### src/rtl/cmp_seq_unit.sv
// Multi-cycle signed/unsigned magnitude comparator, CHUNK bits per cycle, MSB first.
// Ports: clock/reset, in_valid/in_ready + a/b/is_signed in, out_valid/out_ready + flags/chunks_used out.
module cmp_seq_unit #(
  parameter  int WIDTH  = 32,
  parameter  int CHUNK  = 8,
  localparam int NCHUNK = WIDTH / CHUNK,
  localparam int CW     = $clog2(NCHUNK) + 1
) (
  input  logic             clock,
  input  logic             reset,
  input  logic             in_valid,
  output logic             in_ready,
  input  logic [WIDTH-1:0] a,
  input  logic [WIDTH-1:0] b,
  input  logic             is_signed,
  output logic             out_valid,
  input  logic             out_ready,
  output logic             less,
  output logic             equal,
  output logic             greater,
  output logic [CW-1:0]    chunks_used
);

  typedef enum logic [1:0] {
    IDLE,
    RUN,
    DONE
  } state_t;

  state_t           state_q, state_d;
  logic [CW-1:0]    idx_q, idx_d;
  logic [WIDTH-1:0] a_q, a_d;
  logic [WIDTH-1:0] b_q, b_d;
  logic             less_q, less_d;
  logic             equal_q, equal_d;
  logic             greater_q, greater_d;
  logic [CW-1:0]    used_q, used_d;

  logic [WIDTH-1:0] msk;
  logic [WIDTH-1:0] a_sh;
  logic [WIDTH-1:0] b_sh;
  logic [CHUNK-1:0] a_ch;
  logic [CHUNK-1:0] b_ch;
  logic             ch_lt;

  // Flipping the sign bit maps two's complement onto offset binary,
  // so a single unsigned chunk walk handles both modes.
  always_comb begin
    msk = '0;
    msk[WIDTH-1] = is_signed;
  end

  always_comb begin
    a_sh = a_q >> (32'(idx_q) * CHUNK);
    b_sh = b_q >> (32'(idx_q) * CHUNK);
    a_ch = a_sh[CHUNK-1:0];
    b_ch = b_sh[CHUNK-1:0];
    ch_lt = a_ch < b_ch;
  end

  always_ff @(posedge clock or posedge reset) begin
    if (reset) begin
      state_q   <= IDLE;
      idx_q     <= '0;
      a_q       <= '0;
      b_q       <= '0;
      less_q    <= 1'b0;
      equal_q   <= 1'b0;
      greater_q <= 1'b0;
      used_q    <= '0;
    end else begin
      state_q   <= state_d;
      idx_q     <= idx_d;
      a_q       <= a_d;
      b_q       <= b_d;
      less_q    <= less_d;
      equal_q   <= equal_d;
      greater_q <= greater_d;
      used_q    <= used_d;
    end
  end

  always_comb begin
    state_d   = state_q;
    idx_d     = idx_q;
    a_d       = a_q;
    b_d       = b_q;
    less_d    = less_q;
    equal_d   = equal_q;
    greater_d = greater_q;
    used_d    = used_q;
    unique case (state_q)
      IDLE: begin
        if (in_valid) begin
          a_d     = a ^ msk;
          b_d     = b ^ msk;
          idx_d   = CW'(NCHUNK - 1);
          state_d = RUN;
        end
      end
      RUN: begin
        if (a_ch != b_ch) begin
          less_d    = ch_lt;
          greater_d = !ch_lt;
          equal_d   = 1'b0;
          used_d    = CW'(NCHUNK) - idx_q;
          state_d   = DONE;
        end else if (idx_q == '0) begin
          less_d    = 1'b0;
          greater_d = 1'b0;
          equal_d   = 1'b1;
          used_d    = CW'(NCHUNK);
          state_d   = DONE;
        end else begin
          idx_d = idx_q - 1'b1;
        end
      end
      DONE: begin
        if (out_ready) begin
          state_d = IDLE;
        end
      end
      default: state_d = IDLE;
    endcase
  end

  assign in_ready    = (state_q == IDLE);
  assign out_valid   = (state_q == DONE);
  assign less        = less_q;
  assign equal       = equal_q;
  assign greater     = greater_q;
  assign chunks_used = used_q;

endmodule

### config.mk
export PLATFORM = sky130hd
export DESIGN_NAME = cmp_seq_unit
export DESIGN_NICKNAME = d
export VERILOG_FILES = /design/src/rtl/cmp_seq_unit.sv
export SDC_FILE = /design/constraint.sdc
export NUM_CORES = 1
export LEC_CHECK = 0
export BUFFER_PORTS_ARGS = -buffer_cell sky130_fd_sc_hd__buf_4
export CORE_UTILIZATION = 59
export CTS_BUF_LIST = sky130_fd_sc_hd__clkbuf_16
export CTS_CLUSTER_DIAMETER = 100
export DETAILED_ROUTE_END_ITERATION = 6
export GPL_ROUTABILITY_DRIVEN = 0
export PLACE_DENSITY = 0.89
export SLEW_MARGIN = 10
export SYNTH_ARGS = -nofsm -noshare
export SYNTH_HDL_FRONTEND = slang
export SYNTH_SLANG_ARGS = --single-unit
### constraint.sdc
create_clock -name clock -period 3.9 [get_ports clock]
set_input_delay 0.195 -clock clock [delete_from_list [all_inputs] [get_ports clock]]
set_output_delay 0.195 -clock clock [all_outputs]
set_load 0.1 [all_outputs]
# Word level (Yosys, flattened, before mapping)
# Index checks and enable logic that the tools add are counted.
[word_totals]
ff_bits = 75
input_bits = 69
output_inout_bits = 8
wordCells = 48
[op_classes]
n_addsub = 2
n_lt_le_gt_ge = 1
eq_ne = 8
shifts = 2
n_mux = 16
n_bitwise = 2
reduce_logical = 9
[ops]
columns = ["cell", "count"]
rows = [
  [">> shifter 32 x 6 -> 8 bit", 2],
  ["XOR 32 bit", 2],
  ["two-way mux 3 bit", 5],
  ["less-than comparator 8 bit", 1],
  ["two-way mux 2 bit", 4],
  ["inequality test 8 bit", 1],
  ["inequality test 2 bit (second input constant)", 3],
  ["case mux 2 bit (3 select lines)", 1],
  ["case mux 3 bit (2 select lines)", 1],
  ["two-way mux 1 bit", 5],
  ["AND reduction 2 bit", 2],
  ["AND reduction 4 bit", 1],
  ["nonzero test 2 bit", 2],
  ["logical NOT 3 bit", 1],
  ["inequality test 3 bit (second input constant)", 1],
  ["AND reduction 3 bit", 1],
  ["subtractor 3 x 1 -> 3 bit (second input constant)", 1],
  ["subtractor 3 bit (first input constant)", 1],
  ["equality test 2 x 1 -> 1 bit (second input constant)", 1],
  ["equality test 2 bit (second input constant)", 1],
  ["logical NOT 2 bit", 1],
  ["inequality test 2 x 1 -> 1 bit (second input constant)", 1],
  ["logical NOT 1 bit", 1],
]

# Logic depth before layout (Yosys ltp)
[depth]
word_depth = 4
ltp_mapped = 9
ltp_nobuf = 7

# Worst setup path before layout
# Ideal clock, no wire load.
[synth_timing]
kind = "register -> register"
start = "reg idx_q[0]"
end = "reg idx_q[1]"
arrival_ns = 2.156
required_ns = 3.818
setup_slack_ns = 1.662
stages_incl_launch_ff = 9
path_buffers = 1
period_less_slack_ns = 2.238
cell_sequence = "dfrtp_1 -> buf_6 -> mux4_2 -> and2_1 -> ha_1 -> nand4_2 -> nor4_4 -> nor3_1 -> a31oi_1"
[synth_via]
elab_chain_len = 4
word_cells_on_any_way = 11
cone_classes = "add/sub: 1; eq/ne: 3; shift: 2; mux: 3; reduce/logical: 2"
[synth_rtl]
columns = ["item", "line", "text"]
rows = [
  ["from (decl)", "31", "logic [CW-1:0] idx_q, idx_d;"],
  ["from (signal assigned)", "73", "idx_q <= idx_d;"],
  [">> shifter 32 x 6 -> 8 bit (tied with other cells)", "54", "a_sh = a_q >> (32'(idx_q) * CHUNK);"],
  ["inequality test 8 bit or two-way mux 3 bit (tied branches)", "102, 108", ""],
  ["inequality test 2 bit (no line) or two-way mux 3 bit (tied branches)", "n/a", ""],
  ["AND reduction 4 bit (no line) or case mux 3 bit (2 select lines) (tied branches)", "n/a", ""],
]
# Parallel ways exist; a longest one is shown, timed or not. The select of a mux whose other input is x is not followed.
# A chain may end at the register's enable or synchronous reset.

# Final worst setup path
# Ends and elaborated chain as after synthesis.

==> results.ini <==
[critical_path]
r2r_slack_ns=0.94
crit_fanout=14
r2r-end=idx_q[1]
critPathRequiredTime_ns=4.15
crit_type=reg -> reg
arrival_ns=3.22
r2r-start=idx_q[0]
rr_worst_depth=8
start_kind=register
end_kind=register

[clock_tree]
cts.sinks=75
cts_resized=0
clk_latency_ns=0.34
htree_levels=3
cts_buffers=9
clock_path_buffers=2
post_cts_buffers=0
cts_tree=done
clk_pin_slew_ns=0.06
holdBufCountCts=0
clockRootBuffer=clkbuf_16

[sta]
tns_ns=0
rsz0062_at_grt=no
holdWs_ns=0.0345
finalCritPeriodShare=0.760
worst_pin_slew_ns=0.945
setup_slack_ns=0.935
fin_worst_skew_ns=0.00879
fmax_mhz=337
slew_violations=0
hold_viol_final=0
relSlewSlack=0.370
setup_viol=0
layout_min_cycle_time_ns=2.96

[outcome]
outcome=finished, final reports clean

[die]
dieArea_um2=6950
die_h_um=83.3
io-pin-count=77
core_um2=6390
start_util=0.611
die_x_um=83.3
rows=29

[logic_synthesis]
ys_ff_latch=75
synthFlopType=dfrtp_1
netlist_instances=247
synth-xor-area-share=0.00449
synth_cell_types=37
synth_edf_count=0
netlist_area_um2=3900
post_synth_and_or_nand_nor_area_fraction=0.0625
synth-compound-area-share=0.0356
synth_fa_ha_area_frac=0.0321
synth.net_count=326
synth.yosys.seq_area_share=0.481
syn_avg_cell_area_um2=15.8
synth_top_family_by_area=multiplexers
yosysWarnings=0
synthMuxAreaShare=0.331
async_reset_ff_frac=1.00

[worst_hold_path]
hold_end=state_q[1]
hp-class=in -> reg
hp-start=out_ready
hold_path_depth=2

[placed_design]
pre_cts_slack_ns=0.939
post-dp-hpwl_mm=5.34
port-buffer-count=76
placed_cell_area_um2=4420
dp.cells=392

[final_layout]
fin_cells=407
areaGrowthSynthToFinish_pct=21.8
drive_gt1_frac=0.552
final_util=0.744
n_antenna_cell=0
final_area_um2=4750
fin_nets=405

[global_routing]
track_usage=0.247
antenna_found_initial=0
grt_start_max_net_pins=56
grt_pass1_vias=2526
grt_overflow=0
grt_pass1_wl_mm=12.9

[flow_run]
drv_cap=0

[drt]
ant_nets=0
wl_per_cell_um=19.0
drc=0
vias_per_cell=5.78
drtPass1Iterations=4
routed_wl_mm=7.72
drt_iter0_drc=138
via_count=2352

[pwr]
peakVddDrop_mv=0.739
p_sw_mw=1.34
power_leakage_nw=2.30
pwr-share-clk=0.231
power_switching_share=0.330
p_comb_frac=0.428
power.internal_mw=2.73
power-per-cell-area_nw_per_um2=856
power.total_mw=4.07
seqPwrFrac=0.342

-- cells in the final DEF (no fill, tap or decap), drive strengths merged, types with 3 or more instances in the layout --
master and instances:
buf 81, dfrtp 75, mux2 62, mux4 16
nand2 13, ha 10, clkbuf 9, and2 9
nor2 7, a21oi 6, inv 6, o21ai 5
bufinv 3
-- power by group through the flow --
stage / sequential, mW / combinational (mW) / clock [mW]
2_1_floorplan: 1.45 / 1.39 / 0
3_3_place_gp: 1.37 / 1.66 / 0
3_5_place_dp: 1.39 / 1.72 / 0
4_1_cts: 1.39 / 1.74 / 0.948
5_1_grt: 1.43 / 1.85 / 0.982
6_report: 1.39 / 1.74 / 0.938
-- kinds of logic (layout without fill, tap and decap cells) --
| kind of cell | count (synthesis) | after routing |
|---|---|---|
| AOI/OAI and AO/OA | 21 | 21 |
| DFF | 75 | 75 |
| muxes | 78 | 78 |
| and+or+nand+nor | 42 | 42 |
| buffers and inverters | 19 | 102 |
| adders and majority gates | 10 | 10 |
| xor gates and xnor gates | 2 | 2 |
-- state kept, by name, indices dropped and copies added (netlist names) --
register / cells
state_q: 2
a_q: 32
idx_q: 3
equal: 1
greater: 1
b_q: 32
chunks_used: 3
less: 1
-- synth_stat cells, types with 2 or more instances --
cell type  instances  area (um2)
nand4_2            2        25.0
buf_6              3        33.8
o21ai_1            4        20.0
nand2_1           13        48.8
xnor2_1            2        17.5
inv_2              2        7.51
mux4_2            16         360
ha_1              10         125
buf_12             7         140
a22o_1             2        17.5
nor2_1             6        22.5
nand2b_1           2        12.5
dfrtp_1           75        1880
and2_1             8        50.1
inv_1              4        15.0
nand3_1            2        10.0
a21oi_1            6        30.0
buf_2              2        10.0
mux2_4            62         931
nor3_1             2        10.0
-- worst max-delay path, stage by stage (launching register included) --
cell and delay, ns:
dfrtp_1 0.87, buf_4 0.31, mux4_2 0.54, nand2_1 0.10, ha_1 0.17, nand4_2 0.19
nor4_4 0.43, nor3_1 0.09, a31oi_1 0.19
-- layout make-up --
type | count | area (um2)
Clock buffer | 9 | 225
Clock inverter | 6 | 106
Fill cell | 382 | 1630
Inverter | 6 | 23.8
Multi-Input combinational cell | 153 | 1820
Sequential cell | 75 | 1880
Tap cell | 77 | 96.3
Timing Repair Buffer | 81 | 608
-- how the worst max path moves through the flow --
| stage | start | end | slack, ns | depth (start not counted) |
|---|---|---|---|---|
| final | idx_q[0] | idx_q[1] | 0.94 | 8 |
| after CTS | idx_q[0] | idx_q[1] | 0.88 | 8 |
| after floorplan | idx_q[0] | idx_q[1] | 1.66 | 8 |
| after detailed placement | idx_q[0] | idx_q[1] | 0.94 | 8 |
| after global placement | idx_q[0] | idx_q[1] | 1.05 | 8 |
| after global routing | idx_q[0] | idx_q[1] | 0.63 | 8 |
-- per-layer routing --
metal | routed length [um] | up-vias | global-route usage | share of wire
met2 | 4010 | 62 | 0.402 | 0.52
li1 | - | 1058 | - | -
met5 | 0 | - | 0 | 0
met3 | 230 | 22 | 0.0388 | 0.030
met1 | 3230 | 1210 | 0.315 | 0.42
met4 | 242 | 0 | 0.141 | 0.031
Note: power is estimated with default switching activity, not from simulation.
